**src/rtl/chdr_packet_demux_if.sv**
```systemverilog
// CHDR demux bus: 64-bit CHDR ingress stream plus
// NUM_OUTPUTS payload streams carrying {header, timestamp} in tuser.
interface chdr_packet_demux_if #(
  parameter int NUM_OUTPUTS = 2
);
  logic [63:0]               i_tdata;
  logic                      i_tlast;
  logic                      i_tvalid;
  logic                      i_tready;
  logic [NUM_OUTPUTS*64-1:0]  o_tdata;
  logic [NUM_OUTPUTS*128-1:0] o_tuser;
  logic [NUM_OUTPUTS-1:0]     o_tlast;
  logic [NUM_OUTPUTS-1:0]     o_tvalid;
  logic [NUM_OUTPUTS-1:0]     o_tready;

  modport slave (
    input  i_tdata, i_tlast, i_tvalid,
    output i_tready,
    output o_tdata, o_tuser, o_tlast, o_tvalid,
    input  o_tready
  );

  modport master (
    output i_tdata, i_tlast, i_tvalid,
    input  i_tready,
    input  o_tdata, o_tuser, o_tlast, o_tvalid,
    output o_tready
  );
endinterface

```
**src/rtl/chdr_packet_demux.sv**
```systemverilog
// CHDR header/timestamp stripper and SID-steered payload demux.
// Define CHDR_PACKET_DEMUX_STATS_EN to build the drop_count counter.
module chdr_packet_demux #(
  parameter int NUM_OUTPUTS = 2,
  parameter int SEL_LSB     = 0
) (
  input  logic               clk,
  input  logic               reset,
  input  logic               clear,
  chdr_packet_demux_if.slave bus,
  output logic [15:0]        drop_count
);

  localparam int SW =
    (NUM_OUTPUTS > 1) ? $clog2(NUM_OUTPUTS) : 1;
  localparam logic [15:0] NUM_O = 16'(NUM_OUTPUTS);

  typedef enum logic [1:0] {
    ST_HDR, ST_TIME, ST_PAY, ST_DROP
  } state_t;

  typedef struct packed {
    logic [63:0]   data;
    logic          last;
    logic [SW-1:0] sel;
    logic [127:0]  user;
  } beat_t;

  state_t      state, state_nxt;
  logic [63:0] hdr, ts;
  beat_t       m_q, s_q, in_beat;
  logic        m_vld, s_vld;
  logic        rdy, fire, pop, push;
  logic        hdr_ld, ts_ld, drop_inc;
  logic [15:0] dst_in, dst_hdr;

  function automatic logic [SW-1:0] sel_of(
    input logic [15:0] dst
  );
    return (NUM_OUTPUTS == 1) ? '0 : dst[SW-1:0];
  endfunction

  // The whole destination field above SEL_LSB must
  // address a real port, not just the select bits.
  assign dst_in  = bus.i_tdata[15:0] >> SEL_LSB;
  assign dst_hdr = hdr[15:0] >> SEL_LSB;

  assign rdy = reset &
    ((state == ST_PAY) ? ~s_vld : 1'b1);
  assign bus.i_tready = rdy;
  assign fire = bus.i_tvalid & rdy;
  assign pop  = m_vld & bus.o_tready[m_q.sel];

  always_comb begin
    in_beat.data = bus.i_tdata;
    in_beat.last = bus.i_tlast;
    in_beat.sel  = sel_of(dst_hdr);
    in_beat.user = {hdr, hdr[61] ? ts : 64'h0};
  end

  always_comb begin
    state_nxt = state;
    push      = 1'b0;
    hdr_ld    = 1'b0;
    ts_ld     = 1'b0;
    drop_inc  = 1'b0;
    unique case (state)
      ST_HDR: if (fire) begin
        hdr_ld = 1'b1;
        if (bus.i_tlast) begin
          drop_inc = 1'b1;
        end else if (dst_in >= NUM_O) begin
          drop_inc  = 1'b1;
          state_nxt = ST_DROP;
        end else if (bus.i_tdata[61]) begin
          state_nxt = ST_TIME;
        end else begin
          state_nxt = ST_PAY;
        end
      end
      ST_TIME: if (fire) begin
        ts_ld = 1'b1;
        if (bus.i_tlast) begin
          drop_inc  = 1'b1;
          state_nxt = ST_HDR;
        end else begin
          state_nxt = ST_PAY;
        end
      end
      ST_PAY: if (fire) begin
        push = 1'b1;
        if (bus.i_tlast) state_nxt = ST_HDR;
      end
      ST_DROP: begin
        if (fire && bus.i_tlast) state_nxt = ST_HDR;
      end
      default: state_nxt = ST_HDR;
    endcase
    // A flush mid-packet must still eat the packet tail.
    if (clear) begin
      push     = 1'b0;
      hdr_ld   = 1'b0;
      ts_ld    = 1'b0;
      drop_inc = 1'b0;
      if (fire ? bus.i_tlast : (state == ST_HDR))
        state_nxt = ST_HDR;
      else
        state_nxt = ST_DROP;
    end
  end

  always_ff @(posedge clk or negedge reset) begin
    if (!reset) state <= ST_HDR;
    else        state <= state_nxt;
  end

  always_ff @(posedge clk or negedge reset) begin
    if (!reset) begin
      hdr <= '0;
      ts  <= '0;
    end else begin
      if (hdr_ld) hdr <= bus.i_tdata;
      if (ts_ld)  ts  <= bus.i_tdata;
    end
  end

  always_ff @(posedge clk or negedge reset) begin
    if (!reset) begin
      m_vld <= 1'b0;
      s_vld <= 1'b0;
      m_q   <= '0;
      s_q   <= '0;
    end else if (clear) begin
      m_vld <= 1'b0;
      s_vld <= 1'b0;
    end else if (s_vld) begin
      if (pop) begin
        m_q   <= s_q;
        s_vld <= 1'b0;
      end
    end else if (push) begin
      if (!m_vld || pop) begin
        m_q   <= in_beat;
        m_vld <= 1'b1;
      end else begin
        s_q   <= in_beat;
        s_vld <= 1'b1;
      end
    end else if (pop) begin
      m_vld <= 1'b0;
    end
  end

  always_comb begin
    for (int i = 0; i < NUM_OUTPUTS; i++) begin
      bus.o_tvalid[i] = m_vld & (m_q.sel == SW'(i));
      bus.o_tlast[i]  = m_vld & m_q.last &
                        (m_q.sel == SW'(i));
      bus.o_tdata[i*64 +: 64]   = m_q.data;
      bus.o_tuser[i*128 +: 128] = m_q.user;
    end
  end

`ifdef CHDR_PACKET_DEMUX_STATS_EN
  always_ff @(posedge clk or negedge reset) begin
    if (!reset)
      drop_count <= '0;
    else if (clear)
      drop_count <= '0;
    else if (drop_inc && drop_count != 16'hFFFF)
      drop_count <= drop_count + 16'd1;
  end
`else
  logic stats_unused;
  assign stats_unused = drop_inc;
  assign drop_count   = 16'h0;
`endif

endmodule

```
**src/flat_wrapper.sv**
```systemverilog
// flat-port wrapper written by rule: the top's interface ports become plain ports
module chdr_packet_demux_flat 
#(
  parameter int NUM_OUTPUTS = 2,
  parameter int SEL_LSB     = 0
)
  (clk, reset, clear, drop_count, bus_i_tdata, bus_i_tlast, bus_i_tvalid, bus_i_tready, bus_o_tdata, bus_o_tuser, bus_o_tlast, bus_o_tvalid, bus_o_tready);
  chdr_packet_demux_if #(.NUM_OUTPUTS(NUM_OUTPUTS)) bus_i ();
  input  logic clk;
  input  logic reset;
  input  logic clear;
  output logic [15:0] drop_count;
  input wire logic [$bits(bus_i.i_tdata)-1:0] bus_i_tdata;
  input wire logic [$bits(bus_i.i_tlast)-1:0] bus_i_tlast;
  input wire logic [$bits(bus_i.i_tvalid)-1:0] bus_i_tvalid;
  output wire logic [$bits(bus_i.i_tready)-1:0] bus_i_tready;
  output wire logic [$bits(bus_i.o_tdata)-1:0] bus_o_tdata;
  output wire logic [$bits(bus_i.o_tuser)-1:0] bus_o_tuser;
  output wire logic [$bits(bus_i.o_tlast)-1:0] bus_o_tlast;
  output wire logic [$bits(bus_i.o_tvalid)-1:0] bus_o_tvalid;
  input wire logic [$bits(bus_i.o_tready)-1:0] bus_o_tready;
  assign bus_i.i_tdata = bus_i_tdata;
  assign bus_i.i_tlast = bus_i_tlast;
  assign bus_i.i_tvalid = bus_i_tvalid;
  assign bus_i_tready = bus_i.i_tready;
  assign bus_o_tdata = bus_i.o_tdata;
  assign bus_o_tuser = bus_i.o_tuser;
  assign bus_o_tlast = bus_i.o_tlast;
  assign bus_o_tvalid = bus_i.o_tvalid;
  assign bus_i.o_tready = bus_o_tready;
  chdr_packet_demux #(.NUM_OUTPUTS(NUM_OUTPUTS), .SEL_LSB(SEL_LSB)) u_core (.clk(clk), .reset(reset), .clear(clear), .bus(bus_i), .drop_count(drop_count));
endmodule
```
**config.mk**
```make
export PLATFORM = sky130hd
export DESIGN_NAME = chdr_packet_demux_flat
export DESIGN_NICKNAME = d
export VERILOG_FILES = /design/src/rtl/chdr_packet_demux_if.sv /design/src/rtl/chdr_packet_demux.sv /design/src/flat_wrapper.sv
export SDC_FILE = /design/constraint.sdc
export NUM_CORES = 1
export LEC_CHECK = 0
export CAP_MARGIN = 20
export CORE_AREA = 2 2 208 210
export DETAILED_ROUTE_END_ITERATION = 6
export DIE_AREA = 0 0 210 212
export DONT_BUFFER_PORTS = 1
export HOLD_SLACK_MARGIN = 0.02
export PLACE_DENSITY_LB_ADDON = 0.25
export SYNTH_ARGS = -nofsm -noshare
export SYNTH_HDL_FRONTEND = slang
export SYNTH_SLANG_ARGS = --single-unit
```
**constraint.sdc**
```tcl
create_clock -name clk -period 3.1 [get_ports clk]
set_clock_uncertainty 0.1 [all_clocks]
set_input_delay 0 -clock clk [delete_from_list [all_inputs] [get_ports clk]]
set_output_delay 0 -clock clk [all_outputs]
set_load 0.005 [all_outputs]
```
==> impl_results.md <==
- Final worst slack: 206.0 ps
- TritonCTS Buffers: 53
- Power per cell area: 850.9 nW/um^2
- Hold Vio Cnt, Final: 518
- Fin cells: 2215
- Leak: 11.73 nW
- Vias in the first global route: 12.97k
- Rows: 76
- Register area: 12970 um^2
- Status: complete, but fails checks
- Die width: 210 um
- Vias: 12.33k
- Post-DP HPWL: 26290 um
- Slew @ Worst Pin: 3150 ps
- Syn-to-layout area delta: 1.328%
- YS warnings: 0
- Post-route ant nets: 0
- Max Clk Rate: 0.3455 GHz
- Slew HR: -110.0%
- CTS Sinks: 518
- Starting Density: 58.29%
- Design area: 25100 um^2
- Total GRT Usage: 20.79%
- RSZ-0062 raised after global routing: false
- Chip Height: 212 um
- Part of the Yosys area used for sequential elements: 52.32%
- Congestion Overflow GR: 0
- Crit-path max FO: 153
- Data arrival, critical path: 3320 ps
- Multi-input logic area: 8401 um^2
- WL final: 45650 um
- Routability cong.: 0.7447
- Hold slack: -968.6 ps
- Mapped Cells: 1961
- Initial drt markers: 762
- WL met1: 20520 um
- MaxCap Viol Count: 0
- Final Util: 59.06%
- Die area: 44520 um^2
- Mapped Area: 24780 um^2
- Distinct cell type count after synthesis: 35
- Clock transition at the registers of the reported paths: 60 ps
- Largest net degree at the start of global routing: 523
- Clk_lat worst skew: 580 ps
- Routed wl met3: 2674 um
- Vias per cell: 5.567
- Initial antenna violation count: 3
- Fin nets: 1696
- Type of destination of the critical path: register
- Avg Synthesized Cell Area: 12.63 um^2
- I/O Buffers: 0
- Total setup buffers inserted after CTS: 0
- First-pass GRT wire length: 73500 um
- Longest Clk Path Bufs: 3
- Total Neg Setup Slack: 0 ps
- #FFs+latches synth: 518
- Period utilization: 93.35%
- Hold crit path type: input pin to async pin
- Most frequent cells in the layout: dfrtp_1, mux2_2, nand2_1, o21ai_0, dlygate4sd3_1
- Drt first pass iters: 4
- Setup violators final: 0
- WS Path Type: register to register
- CP startpoint kind: register
- I/O pin cnt: 476
- # hold bufs at CTS: 77
- CTS tree: yes
- Max Slew Vio Count: 403
- Commonest non-fill, non-tap cell in the layout: dfrtp_1
- H-Tree Depth: 2
- Root Buffer: clkbuf_16
- Filler cells: 3284
- Core ar.: 42510 um^2
- Post-route minimum period: 2894 ps
- Worst endpoint required time: 3520 ps
- Ratio of cells with drive above 1 in the final layout: 40.47%
- Met2 Wirelength: 21740 um
- Drt drc: 0
- Top sig layer: met5
- Failing checks: negative hold slack, max-slew violations
- VDD IR max: 0.5022 mV
- Wirelength per Cell: 20.61 um
- Total power draw: 21.36 mW
- Place WS: 473.0 ps
- Placed inst area: 22360 um^2
- Placed Cells: 2039
==> final timing paths <==
kind | end | depth (start not counted) | slack [ps] | startpoint
max | u_core.state[1]$_DFFE_PN0P_ | 7 | 210 | u_core.s_vld$_DFF_PN0_
min | u_core.bus.o_tuser[121]$_DFFE_PN0P_ | 0 | -970 | reset
max reg2reg | u_core.state[1]$_DFFE_PN0P_ | 7 | 210 | u_core.s_vld$_DFF_PN0_
min reg2reg | u_core.s_q[63]$_DFFE_PN0P_ | 2 | 380 | u_core.s_q[63]$_DFFE_PN0P_
max in group asynchronous | u_core.s_q[111]$_DFFE_PN0P_ | 0 | 1420 | reset
min in group clk | u_core.s_q[129]$_DFFE_PN0P_ | 2 | 80 | bus_i_tlast
==> registers in the layout, summed over array words and instances (netlist names) <==
register / count
u_core.s_q: 193
u_core.bus.o_tuser: 128
u_core.bus.o_tdata: 64
u_core.hdr: 64
u_core.ts: 64
u_core.state: 2
u_core.m_q: 1
u_core.m_vld: 1
u_core.s_vld: 1
==> cell usage after synthesis <==
cell type | number | share of area [%]
dfrtp_1 | 518 | 52
mux2_2 | 510 | 23
buf_4 | 401 | 12
nand2_1 | 198 | 3.0
o21ai_0 | 132 | 2.7
clkbuf_1 | 55 | 0.83
mux2_4 | 51 | 3.1
buf_2 | 31 | 0.63
mux2_1 | 16 | 0.73
buf_6 | 8 | 0.36
buf_1 | 6 | 0.091
a21oi_1 | 4 | 0.081
nor4_1 | 4 | 0.10
nor2_1 | 3 | 0.045
a211oi_1 | 2 | 0.061
inv_1 | 2 | 0.030
nor2b_1 | 2 | 0.050
a21boi_0 | 1 | 0.030
a221o_1 | 1 | 0.040
and2_1 | 1 | 0.025
and3_1 | 1 | 0.025
conb_1 | 1 | 0.015
mux2i_1 | 1 | 0.040
nand2b_1 | 1 | 0.025
nand3_1 | 1 | 0.020
nand4_1 | 1 | 0.025
nand4b_1 | 1 | 0.035
nor4_2 | 1 | 0.050
o21a_1 | 1 | 0.030
o221ai_1 | 1 | 0.035
o32ai_1 | 1 | 0.035
or3_1 | 1 | 0.025
or3b_1 | 1 | 0.035
or4_4 | 1 | 0.045
or4b_2 | 1 | 0.040
==> cells by family after synthesis <==
kind of cell           after synthesis  synth area share, %
other                                1              0.01514
muxes                              578                27.04
DFF                                518                52.32
AOI/OAI and AO/OA                  143                2.980
buffers and inverters              503                14.10
and+or+nand+nor                    218                3.550
==> layer usage <==
metal,global-route usage [%],up-vias
li1,-,5582
met1,27.95,6370
met2,33.73,319
met3,5.746,58
met4,5.013,2
met5,0,-
==> power by group <==
group | total, mW | internal [mW] | switching, mW
clock network | 7.07 | 4.42 | 2.66
logic | 3.34 | 2.16 | 1.18
registers | 10.9 | 8.79 | 2.16
==> cell type report <==
cell class              instances  share of cell area (%)
flip-flops and latches        518                   51.65
multi-input cells             955                   33.46
clock buffers                  74                   6.205
repair buffers                 95                   4.286
well taps                     546                   2.721
clock inverters                24                   1.630
inverters                       2                 0.02990
diodes                          1                0.009968
==> worst max-delay path, stage by stage, from the launching register on <==
cell	delay, ps
dfrtp_4	470
buf_16	420
nor2b_1	290
o21a_1	190
o32ai_1	80
dlygate4sd3_1	580
a21oi_1	150
dlygate4sd3_1	560
==> repair_timing <==
item | CTS | global route
resized for setup | 0 | 1
endpoints found under the setup margin | 0 | 1
endpoints found under the hold margin | 780 | 518
Power figures use the tool's default switching activity.
